<file path="config.mk">
export PLATFORM = sky130hd
export DESIGN_NAME = data_in32
export DESIGN_NICKNAME = d
export VERILOG_FILES = /design/src/rtl/data_in32.sv
export SDC_FILE = /design/constraint.sdc
export NUM_CORES = 1
export LEC_CHECK = 0
export ABC_CLOCK_PERIOD_IN_PS = 2600
export BUFFER_PORTS_ARGS = -buffer_cell sky130_fd_sc_hd__buf_2
export CAP_MARGIN = 0
export CORE_ASPECT_RATIO = 1.5
export CORE_MARGIN = 8
export CORE_UTILIZATION = 49
export CTS_BUF_LIST = sky130_fd_sc_hd__clkbuf_4
export DETAILED_ROUTE_END_ITERATION = 8
export PLACE_DENSITY = 0.79
export SLEW_MARGIN = 20
export SYNTH_ARGS = -nofsm -noshare
export SYNTH_HDL_FRONTEND = slang
export SYNTH_SLANG_ARGS = --single-unit
export TNS_END_PERCENT = 20
</file>
<file path="constraint.sdc">
create_clock -name CLK -period 2.6 [get_ports CLK]
set_clock_uncertainty 0.1 [all_clocks]
set_input_delay 0.13 -clock CLK [delete_from_list [all_inputs] [get_ports CLK]]
set_output_delay 0.13 -clock CLK [all_outputs]
set_load 0.01 [all_outputs]
</file>
<file path="src/rtl/data_in32.sv">
// Word-serial input assembler: gathers WORDS words from DI into one wide block on PDO,
// then holds that block until the core acknowledges it with PDO_ACK.
module data_in32 #(
    parameter int unsigned WIDTH   = 32,
    parameter int unsigned WORDS   = 8,
    parameter logic [2:0]  LOAD_ST = 3'b001
) (
    input  logic                       CLK,
    input  logic                       rst,
    input  logic [2:0]                 st,
    input  logic                       CLR,
    input  logic [WIDTH-1:0]           DI,
    input  logic                       DI_VALID,
    output logic                       DI_READY,
    output logic [WIDTH*WORDS-1:0]     PDO,
    output logic                       PDO_VALID,
    input  logic                       PDO_ACK,
    output logic [$clog2(WORDS):0]     CNT
);

    localparam int unsigned IW = $clog2(WORDS);
    localparam int unsigned CW = IW + 1;
    localparam logic [CW-1:0] LAST_IDX = CW'(WORDS - 1);

    typedef enum logic [1:0] {
        StIdle,
        StFill,
        StFull
    } state_e;

    state_e        state_q;
    logic          accept;
    logic [IW-1:0] widx;

    assign DI_READY = (state_q != StFull) && (st == LOAD_ST);
    assign accept   = DI_VALID && DI_READY && !CLR;
    assign widx     = CNT[IW-1:0];

    always_ff @(posedge CLK) begin
        if (rst) begin
            state_q   <= StIdle;
            CNT       <= '0;
            PDO       <= '0;
            PDO_VALID <= 1'b0;
        end else if (CLR) begin
            // Flush only; PDO contents are simply overwritten by the next block.
            state_q   <= StIdle;
            CNT       <= '0;
            PDO_VALID <= 1'b0;
        end else begin
            unique case (state_q)
                StIdle, StFill: begin
                    if (accept) begin
                        PDO[widx*WIDTH +: WIDTH] <= DI;
                        CNT                      <= CNT + CW'(1);
                        if (CNT == LAST_IDX) begin
                            state_q   <= StFull;
                            PDO_VALID <= 1'b1;
                        end else begin
                            state_q <= StFill;
                        end
                    end
                end
                StFull: begin
                    if (PDO_ACK) begin
                        state_q   <= StIdle;
                        CNT       <= '0;
                        PDO_VALID <= 1'b0;
                    end
                end
                default: begin
                    state_q   <= StIdle;
                    CNT       <= '0;
                    PDO_VALID <= 1'b0;
                end
            endcase
        end
    end

endmodule

</file>
== Word level (Yosys, flattened, before mapping) ==
Index checks and enable logic that the tools add are counted.
W data, S select, Z words.
Cells by class
  add/sub/neg operators: 2
  equality and inequality tests: 8
  shift-type cells: 2
  multiplexer cells: 12
  bitwise operators: 1
  reduce and logical (&&, ||, !) cells: 10
Operators by type and width (number)
  $bwmux W256: 1
  $shift A32 B34 Y256 const A: 1
  $shiftx A32 B34 Y256: 1
  $neg A8 Y34: 1
  $mux W4: 2
  $ne A2 B2 Y1 const B: 4
  $pmux W4 S2: 1
  $mux W2: 3
  $reduce_and A3 Y1: 2
  $add A4 B1 Y4 const B: 1
  $eq A4 B3 Y1 const B: 1
  $pmux W2 S2: 1
  $reduce_or A2 Y1: 2
  $eq A3 B1 Y1 const B: 1
  $logic_and A1 B1 Y1: 3
  $mux W1: 3
  $eq A2 B1 Y1 const B: 1
  $eq A2 B2 Y1 const B: 1
  $logic_not A2 Y1: 1
  $pmux W1 S2: 1
  $reduce_and A2 Y1: 1
  $logic_not A1 Y1: 1
  $not A1 Y1: 1
Word-level totals
  register bits after elaboration: 263
  input bits: 40
  output and inout port bits: 262
  word-level logic and storage cells: 39

== Depth between registers and ports, before layout ==
  depth in word-level cells: 6
  depth in mapped cells: 12
  gate-level depth less buffers: 7

== Least setup slack after synthesis ==
No wires, ideal clock.
  path kind: register -> register
  from: register CNT[0]
  to: register PDO[100]
  setup time: 0.128 ns
  arrival time: 2.368 ns
  path slack: 0.004 ns
  cell stages (with the launch flop): 12
  buffers on the path: 4
  period minus slack after synthesis: 2.596 ns
  cell sequence: dfxtp_1 buf_2 buf_4 inv_1 ha_1 ha_1 buf_2 nor4bb_1 nand3_1 clkbuf_1 nand3b_1 o21ai_1
Between the ends
  cells in the longest elaborated chain, start to end: 3
  elaborated cells between the ends (all ways): 4
  classes of those cells: 1 x add/sub; 2 x shift; 1 x mux
RTL lines
  start: declaration: RTL line 18  | output logic [$clog2(WORDS):0] CNT
  start signal: assignment: RTL line 55  | CNT <= CNT + CW'(1);
  $neg A8 Y34 (*): RTL line 54  | PDO[widx*WIDTH +: WIDTH] <= DI;
  $shiftx A32 B34 Y256 / $shift A32 B34 Y256 (equally long branches): RTL line 54
  $bwmux W256 (*): RTL line 54
  end signal: assignment: RTL line 43  | PDO <= '0;
  end signal: indexed assignment: RTL line 54
  end: declaration: RTL line 15  | output logic [WIDTH*WORDS-1:0] PDO,
Mark *: on every way between the ends. The rest lies on a longest branch, timed or not.
A chain may end at the register's enable or synchronous reset.

== Worst setup path after layout ==
  from: register state_q[1]
  to: register PDO[253]
Between the ends
  cells in the longest elaborated chain, start to end: 5
  elaborated cells between the ends (all ways): 8
  classes of those cells: 2 x eq/ne; 6 x reduce/logical
RTL lines
  start: declaration: RTL line 31  | state_e state_q;
  start signal: assignment: RTL line 41  | state_q <= StIdle;
  start signal: assignment: RTL line 47  | state_q <= StIdle;
  start signal: assignment: RTL line 57  | state_q <= StFull;
  $ne A2 B2 Y1: RTL line 35  | assign DI_READY = (state_q != StFull) && (st == LOAD_ST);
  $logic_and A1 B1 Y1: RTL line 35
  $logic_and A1 B1 Y1 (2 in a row): RTL line 36  | assign accept = DI_VALID && DI_READY && !CLR;
  $reduce_and A3 Y1 (no line) (*)
Marked as above.

==> results.toml <==
[status]
status = "finished clean"

[drt]
num_vias = 10507
wl_per_cell_um = 19.37
viasPerCell = 5.545
drt-total-wl_um = 36710
drt_first_pass_iters = 5
drc_errors = 0
drtIter0Drc = 850
ant_nets = 0

[synth]
synth_cells = 1248
synthDominantCellAreaShare = 0.4994
synthMuxAreaShare = 0
synth.avg_cell_area_sq_um = 8.448
synth_fp_nets = 1292
yosys-top-cells-area = "dfxtp_1 (50%), nand3b_1 (9.3%), nand2_1 (7.0%)"
synth_top_family_by_area = "simple AND/OR/NAND/NOR gates"
synth-xor-area-share = 0
synth-edff-count = 0
ys.flop_type = "dfxtp_1"
yosys.area.top_type = "dfxtp_1"
synth_warnings = 0
synthAdderAreaFrac = 0.004747
ys_types = 42
yosysSeqAreaShare = 0.4994
synth_area_sq_um = 10540
yosys.area_share.simple = 0.3029
synth.ff_latch_count = 263
async_flop_share = 0
synth_compound_area_frac = 0.1435

[hold_path]
hold_class = "input port to register"

[setup_path]
crit_fanout = 60
cp.required_ns = 3.09
rr_startpoint = "state_q[1]"
r2r_end = "PDO[253]"
crit_path_end_kind = "register"
critPathLaunch = "state_q[1]"
reg2reg_slack_ns = 0.20
r2r_cells = 6
crit_type = "register to register"
cp-endpoint = "PDO[253]"
startpoint_type = "register"
arrival_ns = 2.89

[finish]
final_cells = 1895
regArea_sq_um = 5265
nFillCells = 1792
multiInputGateArea_sq_um = 4815
nets = 1620
syn_to_final_growth_pct = 28.29
drive_gt1_frac = 0.2817
final_core_util = 0.6421
final_area_sq_um = 13530

[sta]
tightest_slew_ns = 0.6971
hold_ws_ns = 0.2021
slew_headroom = 0.5353
final.setup.tns_ns = 0
rsz0062_at_grt = "no"
period_share = 0.9230
fin_ws_ns = 0.2001
slew_violations = 0
period_minus_slack_ns = 2.400
maxClockFrequency_mhz = 416.7
setup_viol = 0
hold_viol_final = 0

[clock_network]
cts_resized = 0
clkTransAtPathRegs_ns = 0.07
clock_latency_ns = 0.67
cts_sinks = 263
cts_setup_buffers = 0
htreeDepth = 2
cts_buffer_depth = 3
cts_tree = "built"
clock-root-buffer = "clkbuf_4"
cts_made_buffers = 61

[global_route]
grt_max_degree = 97
grt_pass1_vias = 10455
antenna_found_initial = 1
grt_pass1_wl_um = 56540
use_met3 = 0.06598
gr-max-usage-layer = "met2"
grt_remaining_overflow = 0
grtUsageMet1 = 0.3015
met2_usage = 0.4350
track_usage = 0.2665

[place]
dp_cells = 1740
dpl.hpwl_um = 24780
placed_area_sq_um = 12310
place_ws_ns = 0.2952
gp_congestion = 0.8976
io_buffers = 301

[floorplan]
die_height_um = 195.7
coreArea_sq_um = 21060
die_w_um = 135.8
dieArea_sq_um = 26560
start_util = 0.5005
io-pin-count = 302
rows = 65

[pwr]
pwr_density_cell_nw_per_um2 = 571.0
finalPower_mw = 7.724
p_leak_nw = 5.480
vdd_ir_drop_max_mv = 0.6567

[run]
drv_cap = 0
-- synthesized netlist by cell type (2+ instances only) --
cell type,n
o21ai_0,114
a21oi_1,54
or2_2,2
nor4b_1,3
nor4_1,2
buf_4,7
nor3b_2,2
or4_1,2
buf_2,27
o31ai_1,2
nor2b_1,34
nand3_1,37
nand2b_1,66
clkbuf_1,81
buf_1,2
nand4b_1,2
nor3_1,3
ha_1,4
nand4_1,51
dfxtp_1,263
nand3b_1,131
nor2_1,9
and2_1,2
inv_1,6
o21ai_1,125
nor4bb_1,4
or3b_1,2
nand2_1,197
-- how the worst min path moves through the flow --
stage	startpoint	end	cells past startpoint
final	DI[10]	PDO[42]	4
after CTS	DI[10]	PDO[106]	4
after floorplan	DI[3]	PDO[227]	2
after global placement	PDO_ACK	state_q[1]	3
after global routing	DI[10]	PDO[42]	4
after detailed placement	PDO_ACK	state_q[1]	3
-- flip-flops by register name (all words and copies together), names as in the netlist --
register   count
CNT            4
PDO          256
PDO_VALID      1
state_q        2
-- power breakdown --
part	switching [mW]	internal (mW)	leakage (nW)
Combinational	0.198	0.139	2.89
Clock	1.65	1.71	0.477
Sequential	0.00323	4.03	2.12
-- what timing repair did --
item | in CTS | in global routing
hold endpoints to repair | 263 | 0
hold buffers | 41 | 0
setup endpoints to repair | 0 | 0
-- layout make-up --
type	count	area share
diodes	1	0.0001850
clock buffers	91	0.05051
clock inverters	22	0.008603
inverters	6	0.001665
multi-input cells	862	0.3560
flip-flops and latches	263	0.3893
well taps	268	0.02479
repair buffers	382	0.1690
-- cell families (layout without fill, tap and decap cells) --
group / count (synthesis) / after routing
AND/OR/NAND/NOR: 559 / 559
AO/OA/AOI/OAI: 299 / 299
flip-flops: 263 / 263
buffers and inverters: 123 / 501
adder cells (fa/ha/maj): 4 / 4
other: 0 / 1
-- worst max-delay path, stage by stage, from the launching register on --
cell,delay (ns)
dfxtp_1,0.43
nor4b_2,0.43
dlygate4sd3_1,0.63
and3_2,0.25
buf_12,0.26
nand3_1,0.11
o21ai_1,0.09
-- layout by cell type (no fill, tap or decap), types with 3 or more instances in the layout --
cell type      instances
dlygate4sd3_1         41
a21oi_1               54
nor4b_1                3
buf_2                300
clkbuf_4              91
clkinv_2               3
o21ai_0              114
buf_4                 35
nor2b_1               33
nand2_1              197
buf_12                 5
nand4_1               51
nand3_1               35
ha_1                   4
nand3b_1             131
nand2b_1              66
dfxtp_1              263
nor4bb_1               3
o21ai_1              125
inv_1                  6
nor2_1                 7
clkinv_1              15
-- metal layers --
metal,wire [um],part of all wire,up-vias
met5,0,0,-
met1,14150,0.39,4912
met4,2141,0.058,0
met2,17390,0.47,474
met3,3026,0.082,122
li1,-,-,4999
Power figures use the tool's default switching activity.
